<file path="config.mk">
export PLATFORM = sky130hd
export DESIGN_NAME = cache_mem_arbiter_flat
export DESIGN_NICKNAME = d
export VERILOG_FILES = /design/src/rtl/cache_mem_arbiter_pkg.sv /design/src/rtl/cache_mem_arbiter_if.sv /design/src/rtl/cache_mem_arbiter_rr_arbiter2.sv /design/src/rtl/cache_mem_arbiter.sv /design/src/flat_wrapper.sv
export SDC_FILE = /design/constraint.sdc
export NUM_CORES = 1
export LEC_CHECK = 0
export CAP_MARGIN = 0
export CORE_AREA = 2 2 338 340
export CTS_BUF_LIST = sky130_fd_sc_hd__clkbuf_4 sky130_fd_sc_hd__clkbuf_8
export CTS_CLUSTER_DIAMETER = 60
export CTS_CLUSTER_SIZE = 24
export DETAILED_ROUTE_END_ITERATION = 8
export DIE_AREA = 0 0 340 342
export SYNTH_ARGS = -nofsm -noshare
export SYNTH_HDL_FRONTEND = slang
export SYNTH_SLANG_ARGS = --single-unit
export TNS_END_PERCENT = 30
</file>
<file path="constraint.sdc">
create_clock -name clk -period 5.1 [get_ports clk]
set_clock_uncertainty 0.2 [all_clocks]
set_input_delay 0.765 -clock clk [delete_from_list [all_inputs] [get_ports clk]]
set_output_delay 0.765 -clock clk [all_outputs]
set_load 0.02 [all_outputs]
</file>
<file path="src/rtl/cache_mem_arbiter_pkg.sv">
// Shared types for the cache-to-memory arbiter.
// Holds the line, address and byte-select typedefs, the arbiter FSM state enum
// and the owner enum that names which cache holds the memory path.
package lc3b_types;

    typedef logic [127:0] lc3b_line;
    typedef logic [11:0]  lc3b_line_addr;
    typedef logic [15:0]  lc3b_line_sel;

    typedef enum logic [1:0] {
        IDLE,
        BUSY,
        RESP
    } arb_state_t;

    typedef enum logic {
        OWN_I,
        OWN_D
    } owner_t;

endpackage

</file>
<file path="src/rtl/cache_mem_arbiter_if.sv">
// Line-wide wishbone bundle between a cache and memory.
// Signals:
//   cyc, stb, we   request strobes    (master -> slave)
//   adr            line address [15:4] (master -> slave)
//   dat_m, sel     write line, byte select (master -> slave)
//   ack            completion pulse   (slave -> master)
//   dat_s          read line          (slave -> master)
interface cache_mem_arbiter_if;
    import lc3b_types::*;

    logic          cyc;
    logic          stb;
    logic          we;
    lc3b_line_addr adr;
    lc3b_line      dat_m;
    lc3b_line_sel  sel;
    logic          ack;
    lc3b_line      dat_s;

    modport master (
        output cyc, stb, we, adr, dat_m, sel,
        input  ack, dat_s
    );

    modport slave (
        input  cyc, stb, we, adr, dat_m, sel,
        output ack, dat_s
    );

endinterface

</file>
<file path="src/rtl/cache_mem_arbiter_rr_arbiter2.sv">
// Two-way round-robin grant, purely combinational.
// Ports:
//   i_req_i, d_req_i   requests from the I- and D-side
//   last_grant_i       side granted most recently
//   gnt_valid_o        at least one side is requesting
//   gnt_owner_o        side to grant; on a tie, the one opposite last_grant_i
module rr_arbiter2
    import lc3b_types::*;
(
    input  logic   i_req_i,
    input  logic   d_req_i,
    input  owner_t last_grant_i,
    output logic   gnt_valid_o,
    output owner_t gnt_owner_o
);

    always_comb begin
        gnt_valid_o = i_req_i | d_req_i;
        gnt_owner_o = OWN_I;
        if (i_req_i && d_req_i) begin
            gnt_owner_o = (last_grant_i == OWN_I) ? OWN_D : OWN_I;
        end else if (d_req_i) begin
            gnt_owner_o = OWN_D;
        end
    end

endmodule

</file>
<file path="src/rtl/cache_mem_arbiter.sv">
// Shares one 128-bit line-wide wishbone path to memory between I- and D-cache.
// A grant latches the winner's request; it is held on the memory port until
// m_ack (or the watchdog fires), then the line goes back to the winner with a
// one-cycle ack.
// Ports:
//   clk, rst_n     clock, asynchronous active-low reset
//   icache_if      slave port for the I-cache memory-side master
//   dcache_if      slave port for the D-cache memory-side master
//   mem_if         master port to physical memory
//   timeout_err    sticky flag, set when the watchdog forces a completion
// Parameters:
//   TIMEOUT        max BUSY cycles waiting for m_ack; 0 disables the watchdog
//   TO_W           watchdog width, TIMEOUT < 2**TO_W
module cache_mem_arbiter
    import lc3b_types::*;
#(
    parameter int unsigned TIMEOUT = 255,
    parameter int unsigned TO_W    = 8
) (
    input  logic                clk,
    input  logic                rst_n,
    cache_mem_arbiter_if.slave  icache_if,
    cache_mem_arbiter_if.slave  dcache_if,
    cache_mem_arbiter_if.master mem_if,
    output logic                timeout_err
);

    localparam logic [TO_W-1:0] TimeoutCnt = TO_W'(TIMEOUT);
    localparam logic [TO_W-1:0] WdOne      = TO_W'(1);
    localparam bit              WdEn       = (TIMEOUT != 0);

    arb_state_t      state_q, state_d;
    owner_t          owner_q, owner_d;
    owner_t          last_q, last_d;
    logic [TO_W-1:0] wd_q, wd_d;
    logic            we_q, we_d;
    lc3b_line_addr   adr_q, adr_d;
    lc3b_line        dat_q, dat_d;
    lc3b_line_sel    sel_q, sel_d;
    // Return buffer, split per side so each cache keeps its own last line.
    lc3b_line        i_dat_q, i_dat_d;
    lc3b_line        d_dat_q, d_dat_d;
    logic            terr_q, terr_d;

    logic            gnt_valid;
    owner_t          gnt_owner;

    rr_arbiter2 u_rr (
        .i_req_i      (icache_if.cyc & icache_if.stb),
        .d_req_i      (dcache_if.cyc & dcache_if.stb),
        .last_grant_i (last_q),
        .gnt_valid_o  (gnt_valid),
        .gnt_owner_o  (gnt_owner)
    );

    always_comb begin
        state_d = state_q;
        owner_d = owner_q;
        last_d  = last_q;
        wd_d    = wd_q;
        we_d    = we_q;
        adr_d   = adr_q;
        dat_d   = dat_q;
        sel_d   = sel_q;
        i_dat_d = i_dat_q;
        d_dat_d = d_dat_q;
        terr_d  = terr_q;

        case (state_q)
            IDLE: begin
                if (gnt_valid) begin
                    owner_d = gnt_owner;
                    last_d  = gnt_owner;
                    wd_d    = '0;
                    state_d = BUSY;
                    if (gnt_owner == OWN_I) begin
                        we_d  = icache_if.we;
                        adr_d = icache_if.adr;
                        dat_d = icache_if.dat_m;
                        sel_d = icache_if.sel;
                    end else begin
                        we_d  = dcache_if.we;
                        adr_d = dcache_if.adr;
                        dat_d = dcache_if.dat_m;
                        sel_d = dcache_if.sel;
                    end
                end
            end
            BUSY: begin
                if (mem_if.ack) begin
                    if (owner_q == OWN_I) i_dat_d = mem_if.dat_s;
                    else                  d_dat_d = mem_if.dat_s;
                    state_d = RESP;
                end else if (WdEn && (wd_q == TimeoutCnt)) begin
                    // Forced completion: hand back a zero line so the cache unblocks.
                    terr_d = 1'b1;
                    if (owner_q == OWN_I) i_dat_d = '0;
                    else                  d_dat_d = '0;
                    state_d = RESP;
                end else begin
                    wd_d = wd_q + WdOne;
                end
            end
            RESP: begin
                state_d = IDLE;
            end
            default: begin
                state_d = IDLE;
            end
        endcase
    end

    always_ff @(posedge clk or negedge rst_n) begin
        if (!rst_n) begin
            state_q <= IDLE;
            owner_q <= OWN_I;
            last_q  <= OWN_D;
            wd_q    <= '0;
            we_q    <= 1'b0;
            adr_q   <= '0;
            dat_q   <= '0;
            sel_q   <= '0;
            i_dat_q <= '0;
            d_dat_q <= '0;
            terr_q  <= 1'b0;
        end else begin
            state_q <= state_d;
            owner_q <= owner_d;
            last_q  <= last_d;
            wd_q    <= wd_d;
            we_q    <= we_d;
            adr_q   <= adr_d;
            dat_q   <= dat_d;
            sel_q   <= sel_d;
            i_dat_q <= i_dat_d;
            d_dat_q <= d_dat_d;
            terr_q  <= terr_d;
        end
    end

    // Memory side is driven only from registers, never from the requesters.
    assign mem_if.cyc   = (state_q == BUSY);
    assign mem_if.stb   = (state_q == BUSY);
    assign mem_if.we    = we_q;
    assign mem_if.adr   = adr_q;
    assign mem_if.dat_m = dat_q;
    assign mem_if.sel   = sel_q;

    assign icache_if.ack   = (state_q == RESP) && (owner_q == OWN_I);
    assign dcache_if.ack   = (state_q == RESP) && (owner_q == OWN_D);
    assign icache_if.dat_s = i_dat_q;
    assign dcache_if.dat_s = d_dat_q;

    assign timeout_err = terr_q;

endmodule

</file>
<file path="src/flat_wrapper.sv">
// flat-port wrapper written by rule: the top's interface ports become plain ports
module cache_mem_arbiter_flat import lc3b_types::*;
#(
    parameter int unsigned TIMEOUT = 255,
    parameter int unsigned TO_W    = 8
)
  (clk, rst_n, timeout_err, icache_if_cyc, icache_if_stb, icache_if_we, icache_if_adr, icache_if_dat_m, icache_if_sel, icache_if_ack, icache_if_dat_s, dcache_if_cyc, dcache_if_stb, dcache_if_we, dcache_if_adr, dcache_if_dat_m, dcache_if_sel, dcache_if_ack, dcache_if_dat_s, mem_if_cyc, mem_if_stb, mem_if_we, mem_if_adr, mem_if_dat_m, mem_if_sel, mem_if_ack, mem_if_dat_s);
  cache_mem_arbiter_if icache_if_i ();
  cache_mem_arbiter_if dcache_if_i ();
  cache_mem_arbiter_if mem_if_i ();
  input  logic clk;
  input  logic rst_n;
  output logic timeout_err;
  input wire logic [$bits(icache_if_i.cyc)-1:0] icache_if_cyc;
  input wire logic [$bits(icache_if_i.stb)-1:0] icache_if_stb;
  input wire logic [$bits(icache_if_i.we)-1:0] icache_if_we;
  input wire logic [$bits(icache_if_i.adr)-1:0] icache_if_adr;
  input wire logic [$bits(icache_if_i.dat_m)-1:0] icache_if_dat_m;
  input wire logic [$bits(icache_if_i.sel)-1:0] icache_if_sel;
  output wire logic [$bits(icache_if_i.ack)-1:0] icache_if_ack;
  output wire logic [$bits(icache_if_i.dat_s)-1:0] icache_if_dat_s;
  input wire logic [$bits(dcache_if_i.cyc)-1:0] dcache_if_cyc;
  input wire logic [$bits(dcache_if_i.stb)-1:0] dcache_if_stb;
  input wire logic [$bits(dcache_if_i.we)-1:0] dcache_if_we;
  input wire logic [$bits(dcache_if_i.adr)-1:0] dcache_if_adr;
  input wire logic [$bits(dcache_if_i.dat_m)-1:0] dcache_if_dat_m;
  input wire logic [$bits(dcache_if_i.sel)-1:0] dcache_if_sel;
  output wire logic [$bits(dcache_if_i.ack)-1:0] dcache_if_ack;
  output wire logic [$bits(dcache_if_i.dat_s)-1:0] dcache_if_dat_s;
  output wire logic [$bits(mem_if_i.cyc)-1:0] mem_if_cyc;
  output wire logic [$bits(mem_if_i.stb)-1:0] mem_if_stb;
  output wire logic [$bits(mem_if_i.we)-1:0] mem_if_we;
  output wire logic [$bits(mem_if_i.adr)-1:0] mem_if_adr;
  output wire logic [$bits(mem_if_i.dat_m)-1:0] mem_if_dat_m;
  output wire logic [$bits(mem_if_i.sel)-1:0] mem_if_sel;
  input wire logic [$bits(mem_if_i.ack)-1:0] mem_if_ack;
  input wire logic [$bits(mem_if_i.dat_s)-1:0] mem_if_dat_s;
  assign icache_if_i.cyc = icache_if_cyc;
  assign icache_if_i.stb = icache_if_stb;
  assign icache_if_i.we = icache_if_we;
  assign icache_if_i.adr = icache_if_adr;
  assign icache_if_i.dat_m = icache_if_dat_m;
  assign icache_if_i.sel = icache_if_sel;
  assign icache_if_ack = icache_if_i.ack;
  assign icache_if_dat_s = icache_if_i.dat_s;
  assign dcache_if_i.cyc = dcache_if_cyc;
  assign dcache_if_i.stb = dcache_if_stb;
  assign dcache_if_i.we = dcache_if_we;
  assign dcache_if_i.adr = dcache_if_adr;
  assign dcache_if_i.dat_m = dcache_if_dat_m;
  assign dcache_if_i.sel = dcache_if_sel;
  assign dcache_if_ack = dcache_if_i.ack;
  assign dcache_if_dat_s = dcache_if_i.dat_s;
  assign mem_if_cyc = mem_if_i.cyc;
  assign mem_if_stb = mem_if_i.stb;
  assign mem_if_we = mem_if_i.we;
  assign mem_if_adr = mem_if_i.adr;
  assign mem_if_dat_m = mem_if_i.dat_m;
  assign mem_if_sel = mem_if_i.sel;
  assign mem_if_i.ack = mem_if_ack;
  assign mem_if_i.dat_s = mem_if_dat_s;
  cache_mem_arbiter #(.TIMEOUT(TIMEOUT), .TO_W(TO_W)) u_core (.clk(clk), .rst_n(rst_n), .icache_if(icache_if_i), .dcache_if(dcache_if_i), .mem_if(mem_if_i), .timeout_err(timeout_err));
endmodule
</file>
==> impl_metrics.py, run 1 <==
metrics = {
    "run": {
        "maxCapViolCount": 0,
    },
    "drt": {
        "wl_um": 81000,
        "vias": 15000,
        "avgRoutedWirePerCell_um": 21.3,
        "drt_iter0_drc": 752,
        "via_per_inst": 3.94,
        "ant_nets": 0,
        "drc": 0,
        "first_pass_iters": 4,
    },
    "clock_network": {
        "clock_latency_ns": 0.67,
        "cts_setup_buffers": 0,
        "cts_tree": "built",
        "hold_buffers": 1,
        "htreeDepth": 2,
        "cts_resized": 0,
        "clockBufferDepth": 3,
        "root_buffer": "clkbuf_8",
        "cts_buffers": 46,
        "clock-sinks": 426,
        "clk_pin_slew_ns": 0.10,
    },
    "layout": {
        "fillers": 12000,
        "regArea_mm2": 0.0107,
        "multiInputGateArea_mm2": 0.00605,
        "drive_gt1_share_pct": 5.81,
        "syn2layout_area_growth_pct": 66.1,
        "fin_nets": 2700,
    },
    "global_route": {
        "antenna_found_initial": 12,
        "grt_use_total_pct": 13.4,
        "overflow": 0,
        "grt_pass1_wl_um": 114000,
        "grt_pass1_vias": 15100,
        "grt_max_degree": 113,
    },
    "critical_path": {
        "critPathBufInv": 2,
        "worstSetupStartpointType": "register",
        "cp_data_arrival_time_ns": 2.85,
        "crit_type": "reg -> out",
        "crit_fanout": 49,
        "max_stage_delay_ns": 0.79,
        "reg2reg_setup_slack_ns": 2.08,
        "cp_slowest_cell": "dfrtp_4",
        "required_ns": 4.14,
        "cp-end-kind": "output pin",
        "reg2regPathDepth": 4,
        "r2r-start": "u_core.owner_q",
        "crit_family": "buffers and inverters",
        "crit_chain": "inv_4 > nor3b_1 > clkdlybuf4s50_1",
        "r2r-end": "u_core.icache_if.dat_s[108]",
    },
    "floorplan": {
        "rows": 124,
        "start_util_pct": 15.3,
        "dieWidth_um": 340,
        "die-height_um": 342,
        "io_pins": 867,
        "dieArea_mm2": 0.116,
        "core_area_mm2": 0.113,
    },
    "timing": {
        "clock.fmax_ghz": 0.262,
        "tightest_slew_ns": 0.989,
        "maxSlewViolCount": 0,
        "relSlewSlack_pct": 34.1,
        "fin_crit_sh_pct": 74.9,
        "min_period_ns": 3.82,
        "hold_violations": 0,
        "grt_setup_unrepaired": "no",
        "setup-tns-final_ns": 0,
        "final-setup-viol-count": 0,
    },
    "outcome": {
        "outcome": "finished clean",
    },
    "logic_synthesis": {
        "synth_mux_area_share_pct": 9.05,
        "ys_types": 37,
        "synth_ff_type": "dfrtp_1",
        "synth_top_family_by_area": "compound AO/OA/AOI/OAI gates",
        "yosysWarnings": 0,
        "synth_async_sr_flop_share_pct": 100,
        "synth_area_mm2": 0.0174,
        "synth-compound-area-share_pct": 19.2,
        "syn_inst": 1430,
        "seq_area_frac_synth_pct": 61.4,
        "synth_fp_nets": 1880,
        "synth_fa_ha_area_share_pct": 0.0721,
        "synth-edff-count": 0,
        "ys_ff_latch": 426,
        "yosys.area_share.simple_pct": 6.31,
        "yosys.area_share.xor_xnor_pct": 0,
        "syn_area_per_cell_um2": 12.1,
    },
    "place": {
        "io_buffers": 866,
        "hpwlAfterDp_um": 64500,
        "gp_congestion": 0.838,
    },
    "min_path": {
        "hold_path.class": "reg -> reg",
        "min_path_cells": 2,
        "hold_path_startpoint": "u_core.mem_if.dat_m[18]",
        "hold_end": "u_core.mem_if.dat_m[18]",
    },
    "power": {
        "p_total_mw": 16.9,
        "vdd_drop_max_mv": 0.159,
        "leakage_nw": 11.4,
        "powerDensity_mw_per_mm2": 588,
    },
}
==> power by group <==
part | internal, mW | switching [mW] | leakage, nW
Clock | 1.18 | 1.54 | 0.555
Combinational | 3.82 | 4.55 | 5.54
Sequential | 4.88 | 0.978 | 5.31
==> metrics by stage <==
step                cell area [um2]  setup WS, ns  instances  util (%)  hold WS, ns
global placement              27700          1.66       3713      24.5        0.260
global route                  28800          1.09       3805      25.5        0.304
finish                        28800          1.28       3806      25.5        0.283
detailed placement            27700          1.62       3713      24.5        0.265
floorplan                     17400          2.74       1430         -        0.245
CTS                           28800          1.20       3800      25.5        0.289
==> cells in the final DEF (no fill, tap or decap), types with 2 or more instances in the layout <==
cell / synthesis / final
diode_2: 0 / 6
and2_1: 4 / 3
and3_1: 4 / 4
clkbuf_8: 0 / 49
a32o_1: 92 / 92
a21o_1: 2 / 2
nand3_1: 5 / 3
inv_12: 0 / 2
clkinv_2: 0 / 2
inv_8: 0 / 10
a211o_1: 3 / 3
clkinv_4: 0 / 3
buf_4: 13 / 25
bufinv_16: 0 / 3
clkinvlp_4: 0 / 6
a2111oi_0: 2 / 2
a31oi_1: 3 / 3
mux2i_1: 157 / 157
clkinv_8: 0 / 6
nand3_4: 0 / 2
clkbuf_4: 0 / 2
inv_6: 0 / 3
inv_1: 3 / 2
o2bb2ai_1: 164 / 164
clkdlybuf4s50_1: 0 / 865
dfrtp_1: 425 / 424
buf_12: 0 / 9
nand2_1: 251 / 250
nor2_1: 2 / 2
o21ai_0: 44 / 44
a21oi_1: 4 / 4
o21ai_1: 119 / 119
nor3b_1: 2 / 2
==> area by class of cell <==
cell class / count / area share, %
inverters: 4 / 0.0608
multi-input cells: 871 / 21.0
flip-flops and latches: 426 / 37.0
well taps: 1512 / 6.56
diodes: 6 / 0.0521
repair buffers: 901 / 31.4
clock inverters: 35 / 1.53
clock buffers: 51 / 2.39
==> cells in the mapped netlist (4+ instances only) <==
master	n	share of area, %
buf_4	13	0.56
mux2i_1	157	9.1
clkbuf_1	46	0.99
a21oi_1	4	0.12
buf_2	62	1.8
o2bb2ai_1	164	8.3
a32o_1	92	5.3
o21ai_1	119	3.4
and3_1	4	0.14
o21ai_0	44	1.3
buf_6	8	0.52
dfrtp_1	425	61
and2_1	4	0.14
nand2_1	251	5.4
nand3_1	5	0.14
==> layer usage <==
layer	vias up	track usage [%]	wire length [um]
met5	-	0	44
met4	6	3.65	2130
met3	97	4.33	6270
met2	609	22.5	39200
met1	7354	16.5	33400
li1	6916	-	-
==> worst reg2reg max path, stage by stage (launching register included) <==
cell,delay [ns]
dfrtp_4,0.70
inv_4,0.58
nand3_4,0.45
buf_12,0.33
a32o_1,0.66
==> cells by family after synthesis <==
family                   Yosys count
flip-flops                       426
adder cells (fa/ha/maj)            1
AND/OR/NAND/NOR                  273
AO/OA/AOI/OAI                    440
buffers and inverters            133
multiplexers                     157
==> registers in the layout (all words and copies together) (netlist names) <==
signal,cells
u_core.dcache_if.dat_s,128
u_core.icache_if.dat_s,128
u_core.mem_if.dat_m,128
u_core.mem_if.sel,16
u_core.mem_if.adr,12
u_core.wd_q,8
u_core.state_q,2
u_core.last_q,1
u_core.mem_if.we,1
u_core.owner_q,1
u_core.timeout_err,1
==> worst max-delay path by stage <==
stage,startpoint,to,slack (ns),cells after the start
floorplan,u_core.owner_q,dcache_if_ack,2.74,4
global placement,mem_if_ack,u_core.dcache_if.dat_s[99],1.66,5
detailed placement,mem_if_ack,u_core.dcache_if.dat_s[103],1.62,5
CTS,u_core.owner_q,dcache_if_ack,1.20,3
global route,u_core.owner_q,dcache_if_ack,1.09,3
finish,u_core.owner_q,dcache_if_ack,1.28,3
No activity file was read; power rests on OpenSTA's default activity.
==> inputs of run 2 (changes only) <==
--- a/config.mk
+++ b/config.mk
@@ -6,12 +6,12 @@
 export NUM_CORES = 1
 export LEC_CHECK = 0
 export CAP_MARGIN = 0
-export CORE_AREA = 2 2 338 340
+export CORE_AREA = 2 2 340 342
 export CTS_BUF_LIST = sky130_fd_sc_hd__clkbuf_4 sky130_fd_sc_hd__clkbuf_8
 export CTS_CLUSTER_DIAMETER = 60
 export CTS_CLUSTER_SIZE = 24
 export DETAILED_ROUTE_END_ITERATION = 8
-export DIE_AREA = 0 0 340 342
+export DIE_AREA = 0 0 342 344
 export SYNTH_ARGS = -nofsm -noshare
 export SYNTH_HDL_FRONTEND = slang
 export SYNTH_SLANG_ARGS = --single-unit
==> constraint.sdc (replaced) <==
create_clock -name clk -period 3.6 [get_ports clk]
set_clock_uncertainty 0.2 [all_clocks]
set_input_delay 0.54 -clock clk [delete_from_list [all_inputs] [get_ports clk]]
set_output_delay 0.54 -clock clk [all_outputs]
set_load 0.02 [all_outputs]
==> run 2 against run 1 <==
Net effect:
- sequential share of layout area down 0.31 points
- cell area up 0.84%
- setup slack worse by 0.84 ns
- clock power up 50%
- critical path type unchanged
==> impl_metrics.py, run 2 (synthesized netlist as in run 1, its figures left out) <==
metrics = {
    "power": {
        "vdd_drop_max_mv": 0.312,
        "pwr-share-seq_pct": 33.9,
        "powerDensity_mw_per_mm2": 837,
        "p_switching_mw": 10.1,
        "leakage_nw": 11.5,
        "netSwitchingFraction_pct": 41.6,
        "pwr-share-comb_pct": 49.3,
        "pwr-share-clk_pct": 16.8,
        "p_int_mw": 14.2,
    },
    "outcome": {
        "outcome": "finished clean",
    },
    "drt": {
        "wl_um": 85500,
        "vias": 15000,
        "drc": 0,
        "drt_iter0_drc": 757,
        "ant_nets": 0,
        "avgRoutedWirePerCell_um": 22.4,
        "first_pass_iters": 6,
        "via_per_inst": 3.94,
    },
    "timing": {
        "tightest_slew_ns": 0.986,
        "min_period_ns": 3.16,
        "setup-tns-final_ns": 0,
        "clock.fmax_ghz": 0.316,
        "fin_crit_sh_pct": 87.8,
        "maxSlewViolCount": 0,
        "relSlewSlack_pct": 34.3,
        "hold_violations": 0,
        "grt_setup_unrepaired": "no",
        "final-setup-viol-count": 0,
    },
    "critical_path": {
        "critPathLaunch": "u_core.state_q[1]",
        "r2r-end": "u_core.dcache_if.dat_s[88]",
        "crit_family": "buffers and inverters",
        "crit_path_end": "mem_if_cyc",
        "cp_slowest_cell": "clkdlybuf4s50_1",
        "max_stage_delay_ns": 0.77,
        "cp_data_arrival_time_ns": 2.42,
        "path_depth": 3,
        "reg2reg_setup_slack_ns": 0.87,
        "crit_type": "reg -> out",
        "critPathBufInv": 2,
        "reg2regPathDepth": 6,
        "cp-end-kind": "output pin",
        "crit_chain": "nand2b_1 > inv_2 > clkdlybuf4s50_1",
        "required_ns": 2.86,
        "worstSetupStartpointType": "register",
        "r2r-start": "u_core.wd_q[1]",
        "crit_fanout": 14,
    },
    "clock_network": {
        "cts_tree": "built",
        "clock-sinks": 426,
        "htreeDepth": 2,
        "cts_setup_buffers": 0,
        "cts_buffers": 47,
        "root_buffer": "clkbuf_8",
        "clock_latency_ns": 0.68,
        "clockBufferDepth": 3,
        "cts_resized": 0,
        "hold_buffers": 1,
        "clk_pin_slew_ns": 0.10,
    },
    "layout": {
        "syn2layout_area_growth_pct": 67.5,
        "fin_nets": 2706,
        "final_util_pct": 25.5,
        "drive_gt1_share_pct": 6.06,
        "final_common_cell": "clkdlybuf4s50_1",
        "final_cell_mix": "clkdlybuf4s50_1 (864), dfrtp_1 (424), nand2_1 (250), o2bb2ai_1 (164), mux2i_1 (157)",
    },
    "global_route": {
        "grt_pass1_wl_um": 117000,
        "antenna_found_initial": 17,
        "overflow": 0,
        "grt_pass1_vias": 15000,
        "grt_max_degree": 130,
        "grt_use_total_pct": 13.9,
    },
    "run": {
        "maxCapViolCount": 0,
    },
    "floorplan": {
        "core_area_mm2": 0.114,
        "io_pins": 867,
        "start_util_pct": 15.2,
        "die-height_um": 344,
        "dieArea_mm2": 0.118,
        "rows": 124,
        "dieWidth_um": 342,
    },
    "min_path": {
        "hold_path.class": "in -> reg",
        "min_path_cells": 3,
    },
    "place": {
        "io_buffers": 866,
        "hpwlAfterDp_um": 68300,
        "gp_congestion": 0.838,
    },
}
run 2: cell count changes in the layout (fill, tap and decap cells not counted), moves of 3 or more:
cell / change
clkinvlp_4: -4
inv_16: +3
inv_8: -9
buf_4: -3
buf_12: +9
inv_6: +7
run 2: cell type report:
type	instances	area [um2]
fillers	12100	84800
flip-flops and latches	426	10700
repair buffers	906	9200
multi-input cells	871	6050
well taps	1512	1890
clock buffers	50	676
clock inverters	36	542
inverters	4	20.0
diodes	8	20.0
run 2: power by group through the flow:
| stage | clock network [mW] | logic, mW | registers [mW] |
|---|---|---|---|
| after floorplan | 0 | 2.71 | 10.7 |
| after global placement | 0 | 12.2 | 8.27 |
| after detailed placement | 0 | 12.2 | 8.34 |
| after CTS | 4.25 | 12.3 | 8.26 |
| after global routing | 4.45 | 12.7 | 8.54 |
| final | 4.09 | 12.0 | 8.25 |
run 2: tightest hold or removal path, cell delays in order:
cell and delay [ns]:
clkdlybuf4s50_1 0.40, nand2_1 0.07, o2bb2ai_1 0.07
run 2: worst min-delay path by stage:
stage / end / startpoint
after floorplan: u_core.dcache_if.dat_s[0] / rst_n
after global placement: u_core.timeout_err / u_core.timeout_err
after detailed placement: u_core.timeout_err / u_core.timeout_err
after CTS: u_core.dcache_if.dat_s[6] / mem_if_dat_s[6]
after global routing: u_core.icache_if.dat_s[6] / mem_if_dat_s[6]
final: u_core.dcache_if.dat_s[6] / mem_if_dat_s[6]
run 2: stage by stage:
stage / std cells / total power [mW] / worst slack (ns) / cell area (um2) / hold slack [ns]
floorplan: 1430 / 13.4 / 1.46 / 17400 / 0.0444
global placement: 3718 / 20.5 / 0.343 / 27800 / 0.248
detailed placement: 3718 / 20.6 / 0.393 / 27800 / 0.251
CTS: 3805 / 24.8 / 0.307 / 29000 / 0.127
global route: 3809 / 25.7 / 0.227 / 29100 / 0.164
finish: 3813 / 24.3 / 0.440 / 29100 / 0.236
run 2: metal layers:
| layer | up-vias | share of wire [%] | track usage, % |
|---|---|---|---|
| met2 | 590 | 48 | 23.3 |
| met1 | 7335 | 41 | 16.8 |
| met3 | 120 | 8.1 | 4.63 |
| met5 | - | 0.094 | 0 |
| met4 | 14 | 2.9 | 4.13 |
| li1 | 6955 | - | - |
==> inputs of run 3 (changes only) <==
--- a/config.mk
+++ b/config.mk
@@ -12,6 +12,7 @@
 export CTS_CLUSTER_SIZE = 24
 export DETAILED_ROUTE_END_ITERATION = 8
 export DIE_AREA = 0 0 342 344
+export SKIP_LAST_GASP = 1
 export SYNTH_ARGS = -nofsm -noshare
 export SYNTH_HDL_FRONTEND = slang
 export SYNTH_SLANG_ARGS = --single-unit
==> results of run 3 <==
Same layout as run 2: the final DEF is identical, and so are final timing and power.
==> RTL change 1 (settings of run 3) <==
`TIMEOUT` is set to 255 in 2 places; all go to 127.
--- a/src/rtl/cache_mem_arbiter.sv
+++ b/src/rtl/cache_mem_arbiter.sv
@@ -14,7 +14,7 @@
 module cache_mem_arbiter
     import lc3b_types::*;
 #(
-    parameter int unsigned TIMEOUT = 255,
+    parameter int unsigned TIMEOUT = 127,
     parameter int unsigned TO_W    = 8
 ) (
     input  logic                clk,
--- a/src/flat_wrapper.sv
+++ b/src/flat_wrapper.sv
@@ -1,7 +1,7 @@
 // flat-port wrapper written by rule: the top's interface ports become plain ports
 module cache_mem_arbiter_flat import lc3b_types::*;
 #(
-    parameter int unsigned TIMEOUT = 255,
+    parameter int unsigned TIMEOUT = 127,
     parameter int unsigned TO_W    = 8
 )
   (clk, rst_n, timeout_err, icache_if_cyc, icache_if_stb, icache_if_we, icache_if_adr, icache_if_dat_m, icache_if_sel, icache_if_ack, icache_if_dat_s, dcache_if_cyc, dcache_if_stb, dcache_if_we, dcache_if_adr, dcache_if_dat_m, dcache_if_sel, dcache_if_ack, dcache_if_dat_s, mem_if_cyc, mem_if_stb, mem_if_we, mem_if_adr, mem_if_dat_m, mem_if_sel, mem_if_ack, mem_if_dat_s);
Check against the original RTL: not settled (the Yosys comparison gave no result); the edit may change what the design does.
==> RTL change 1 against run 3 <==
Setup slack got worse by 54 ps. Non-clock buffer count rose by 21. Global-route usage fell by 0.91 points. Sequential cell count did not move. Final cell count barely moved. Via count barely moved. Wire length fell by 5.6%. Design area fell by 0.56%. Utilization fell by 0.14 points. Power fell by 2.6%. Area after synthesis rose by 0.19%. Critical path type unchanged. Largest power group unchanged.
==> RTL change 1: results (changes against run 3) <==
| Metric | Value |
|---|---|
| Sequential area share after synthesis | 0.613 (-0.00115) |
| Post-synthesis compound-gate area fraction | 0.192 (+0.000217) |
| Clock latency on the worst-skew pair | 660 ps (-20 ps) |
| Avg WL per Cell | 21.2 um (-5.7%) |
| NumNets Final | 2717 (+0.41%) |
| DRT Pass-1 Iters | 5 (-1) |
| Post-synthesis mux area share | 0.0909 (+0.000406) |
| DRT iter0 DRCs | 671 (-11%) |
| Syn nets | 1876 (-0.21%) |
| CTS Buf Count | 42 (-11%) |
| WP data arrival | 2470 ps (+50 ps) |
| Slowest stage delay, CP | 740 ps (-30 ps) |
| Vias in the first global route | 15000 (-0.14%) |
| Status | complete, no violations |
| Slew Limit Headroom | 0.363 (+0.0206) |
| Initial antenna violation count | 11 (-6) |
| HP Start | mem_if_dat_s[15] |
| Yosys cell types | 39 (+5.4%) |
| Layout cell share with drive strength beyond 1 | 0.0656 (+0.00500) |
| DP HPWL | 64800 um (-5.1%) |
| Synth cell count leaders | dfrtp_1, nand2_1, o2bb2ai_1, mux2i_1, o21ai_0 |
| Area post-placement | 27900 sq um (+0.33%) |
| Final GP Congestion | 0.826 (-1.3%) |
| Worst r2r src | u_core.wd_q[0] |
| Synth area leaders | dfrtp_1, mux2i_1, o2bb2ai_1 |
| Crit path max fanout | 9 (-5) |
| Peak supply drop | 0.353 mV (+13%) |
RTL change 1: changes by cell type in the layout (fill, tap and decap cells not counted), sizes merged, moves of 3 or more:
| cell | run 3 | this run |
|---|---|---|
| nand2 | 251 | 248 |
| a21o | 2 | 5 |
| inv | 21 | 18 |
| clkinv | 12 | 9 |
| buf | 41 | 62 |
| o21ai | 163 | 160 |
| diode | 8 | 1 |
| o2bb2ai | 164 | 167 |
RTL change 1: worst paths after layout:
path	endpoint	slack [ps]	cells past startpoint
worst max-delay path	mem_if_stb	390	3
worst min-delay path	u_core.dcache_if.dat_s[15]	240	3
worst max register to register	u_core.icache_if.dat_s[112]	940	6
min in group asynchronous	u_core.mem_if.adr[9]	260	2
worst min register to register	u_core.timeout_err	270	1
max in group asynchronous	u_core.dcache_if.dat_s[87]	1920	3
RTL change 1: stage by stage:
step	hold slack (ps)	worst slack, ps	utilization	power (mW)	std cells
CTS	142	297	0.254	24.1	3813
finish	243	386	0.254	23.7	3814
global route	167	242	0.254	25.0	3814
detailed placement	243	743	0.245	20.5	3734
global placement	256	837	0.245	20.3	3734
floorplan	44.4	1450	-	13.3	1426
RTL change 1: timing repair:
item	4_1_cts	5_1_grt
resized for setup	0	0
hold buffers	1	0
endpoints found under the hold margin	48	0
RTL change 1: area by class of cell:
type	instances	area, sq um
clock buffers	48	648
inverters	2	10.0
fillers	12100	85000
diodes	1	2.50
multi-input cells	868	6040
well taps	1512	1890
clock inverters	30	330
repair buffers	927	9320
flip-flops and latches	426	10700
RTL change 1: report_power, final:
group          switching (mW)  internal [mW]
Combinational            6.44           5.44
Sequential               1.35           6.90
Clock                    2.02           1.54
Total                    9.81           13.9
RTL change 1: worst register-to-register path: cells and delay by family, from the launching register on:
kind	cells	cell delay [ps]
adder cells (fa/ha/maj)	1	230
buffers and inverters	1	460
flip-flops	1	430
AO/OA/AOI/OAI	2	430
AND/OR/NAND/NOR	2	820
RTL change 1: layer usage:
layer  wire length, um  GRT usage
met5                36          0
met4              1500     0.0271
met3              5960     0.0381
met2             39600      0.220
met1             33600      0.163
RTL change 1: cells by family after synthesis:
family	Yosys count
multiplexers	158
AO/OA/AOI/OAI	440
flip-flops	426
AND/OR/NAND/NOR	269
adder cells (fa/ha/maj)	1
buffers and inverters	132
==> RTL change 2 (flow settings as in run 3) <==
Made on the original files. Register the output `timeout_err` once more, with the module's reset; this adds one clock of latency there. The other outputs are not delayed to match.
--- a/src/rtl/cache_mem_arbiter.sv
+++ b/src/rtl/cache_mem_arbiter.sv
@@ -151,7 +151,13 @@
     assign icache_if.dat_s = i_dat_q;
     assign dcache_if.dat_s = d_dat_q;
 
-    assign timeout_err = terr_q;
+    always_ff @(posedge clk or negedge rst_n) begin
+        if (!rst_n) begin
+            timeout_err <= '0;
+        end else begin
+            timeout_err <= terr_q;
+        end
+    end
 
 endmodule
 
Function: not settled (the Yosys comparison gave no result); the edit may change what the design does.
==> RTL change 2 against run 3 <==
Non-clock buffer count rose by 26. Design area fell by 0.47%. Area after synthesis increased by 0.38%. Via count increased by 0.91%. Register-to-register slack better by 330 ps. Clock power decreased by 12%. Wire length decreased by 1.3%. Global-route usage down 0.25 points. Utilization is 0.12 points lower. Power is 0.42% higher. Sequential cell count grew 1. Critical path depth fell by 1. Setup slack better by 130 ps. Critical path type unchanged. Largest power group unchanged.
==> RTL change 2: results (changes against run 3) <==
| Metric | Value |
|---|---|
| Status | complete, no violations |
| Yosys cell types | 39 (+5.4%) |
| FF-to-FF End | u_core.icache_if.dat_s[106] |
| Worst Hold End | u_core.timeout_err |
| Fill cell count | 12100 (+0.058%) |
| NumNets Final | 2642 (-2.4%) |
| Net switching power | 10.1 mW (about the same) |
| Clock-cell share of area | 0.0350 (-0.00685) |
| Post-route cell area | 28900 sq um (-0.47%) |
| Synth Instances | 1352 (-5.5%) |
| Slew Limit Headroom | 0.353 (+0.0104) |
| DRT Pass-1 Iters | 5 (-1) |
| Syn nets | 1802 (-4.1%) |
| Total power draw | 24.4 mW (+0.42%) |
| Clock network fraction of design power | 0.147 (-0.021) |
| Via count | 15200 (+0.91%) |
| Crit path max fanout | 10 (-4) |
| DRT iter0 DRCs | 843 (+11%) |
| Slowest stage delay, CP | 680 ps (-90 ps) |
| DP Cell Count | 3656 (-1.7%) |
| First-pass GRT wire length | 115000 um (-1.5%) |
| Final GP Congestion | 0.827 (-1.3%) |
| Synth cell count leaders | dfrtp_1, a32o_1, nand2_1, mux2i_1, o21ai_0 |
| Peak supply drop | 0.408 mV (+31%) |
| Total global routing track utilization | 0.136 (-0.00255) |
| Gate power share | 0.510 (+0.017) |
| Avg WL per Cell | 22.6 um (+0.65%) |
| Leak pwr | 11.5 nW (-0.43%) |
| Initial antenna violation count | 25 (+8) |
| Post-synthesis compound-gate area fraction | 0.201 (+0.00868) |
| Hold path depth | 0 (-3) |
| Non-clk buf share | 0.324 (+0.00788) |
| Area taken by flip-flops and latches | 10700 sq um (+0.24%) |
| Area post-placement | 27900 sq um (+0.31%) |
| Comb_multi_in | 783 (-10%) |
| N_diodes | 1 (-7) |
| Synthesized flop and latch total | 427 (+0.23%) |
| Buffers excl. clock | 932 (+2.9%) |
| CTS Buf Count | 45 (-4.3%) |
| Total routed wirelength | 84400 um (-1.3%) |
| HP Start | u_core.terr_q |
| Inverters | 3 (-1) |
| Fraction of area in multi-input gates | 0.205 (-0.00318) |
| Layout cell share with drive strength beyond 1 | 0.0727 (+0.0121) |
| Post-synthesis mux area share | 0.0913 (+0.000804) |
| Fin Hold WS | 190 ps (-46.4 ps) |
| Synth area leaders | dfrtp_1, a32o_1, mux2i_1 |
| CTS hold repair buffers | 1 (unchanged) |
| Post-Synth XOR/XNOR Area | 0.000503 (+0.000503) |
| DP Worst Slack | 723 ps (+331 ps) |
| Post-synthesis adder-cell area fraction | 0.000718 (-0.00000274) |
| Flop2flop setup slack | 1200 ps (+330 ps) |
| DP HPWL | 67900 um (-0.66%) |
| Worst r2r src | u_core.wd_q[0] |
RTL change 2: changes by cell type in the layout (fill, tap and decap cells not counted), sizes merged, moves of 4 or more:
cell,delta
clkinv,-4
nand3,+4
buf,+25
diode,-7
nand2,-86
o2bb2ai,-161
a32o,+162
RTL change 2: how the worst max path moves through the flow:
stage | from | end | slack, ps | depth (start not counted)
after global placement | icache_if_stb | u_core.mem_if.dat_m[52] | 750 | 6
after CTS | u_core.state_q[0] | mem_if_cyc | 440 | 2
after global routing | u_core.state_q[0] | mem_if_cyc | 470 | 2
after detailed placement | dcache_if_stb | u_core.mem_if.dat_m[52] | 720 | 5
final | u_core.owner_q | icache_if_ack | 570 | 2
after floorplan | u_core.owner_q | dcache_if_ack | 1430 | 4
RTL change 2: per-layer routing:
layer	share of wire	track usage	wire length (um)	vias to the layer above
met1	0.41	0.167	34300	7584
met2	0.50	0.241	42500	618
met4	0.019	0.0261	1570	8
met5	0.00051	0	43	-
met3	0.071	0.0344	6020	100
li1	-	-	-	6840
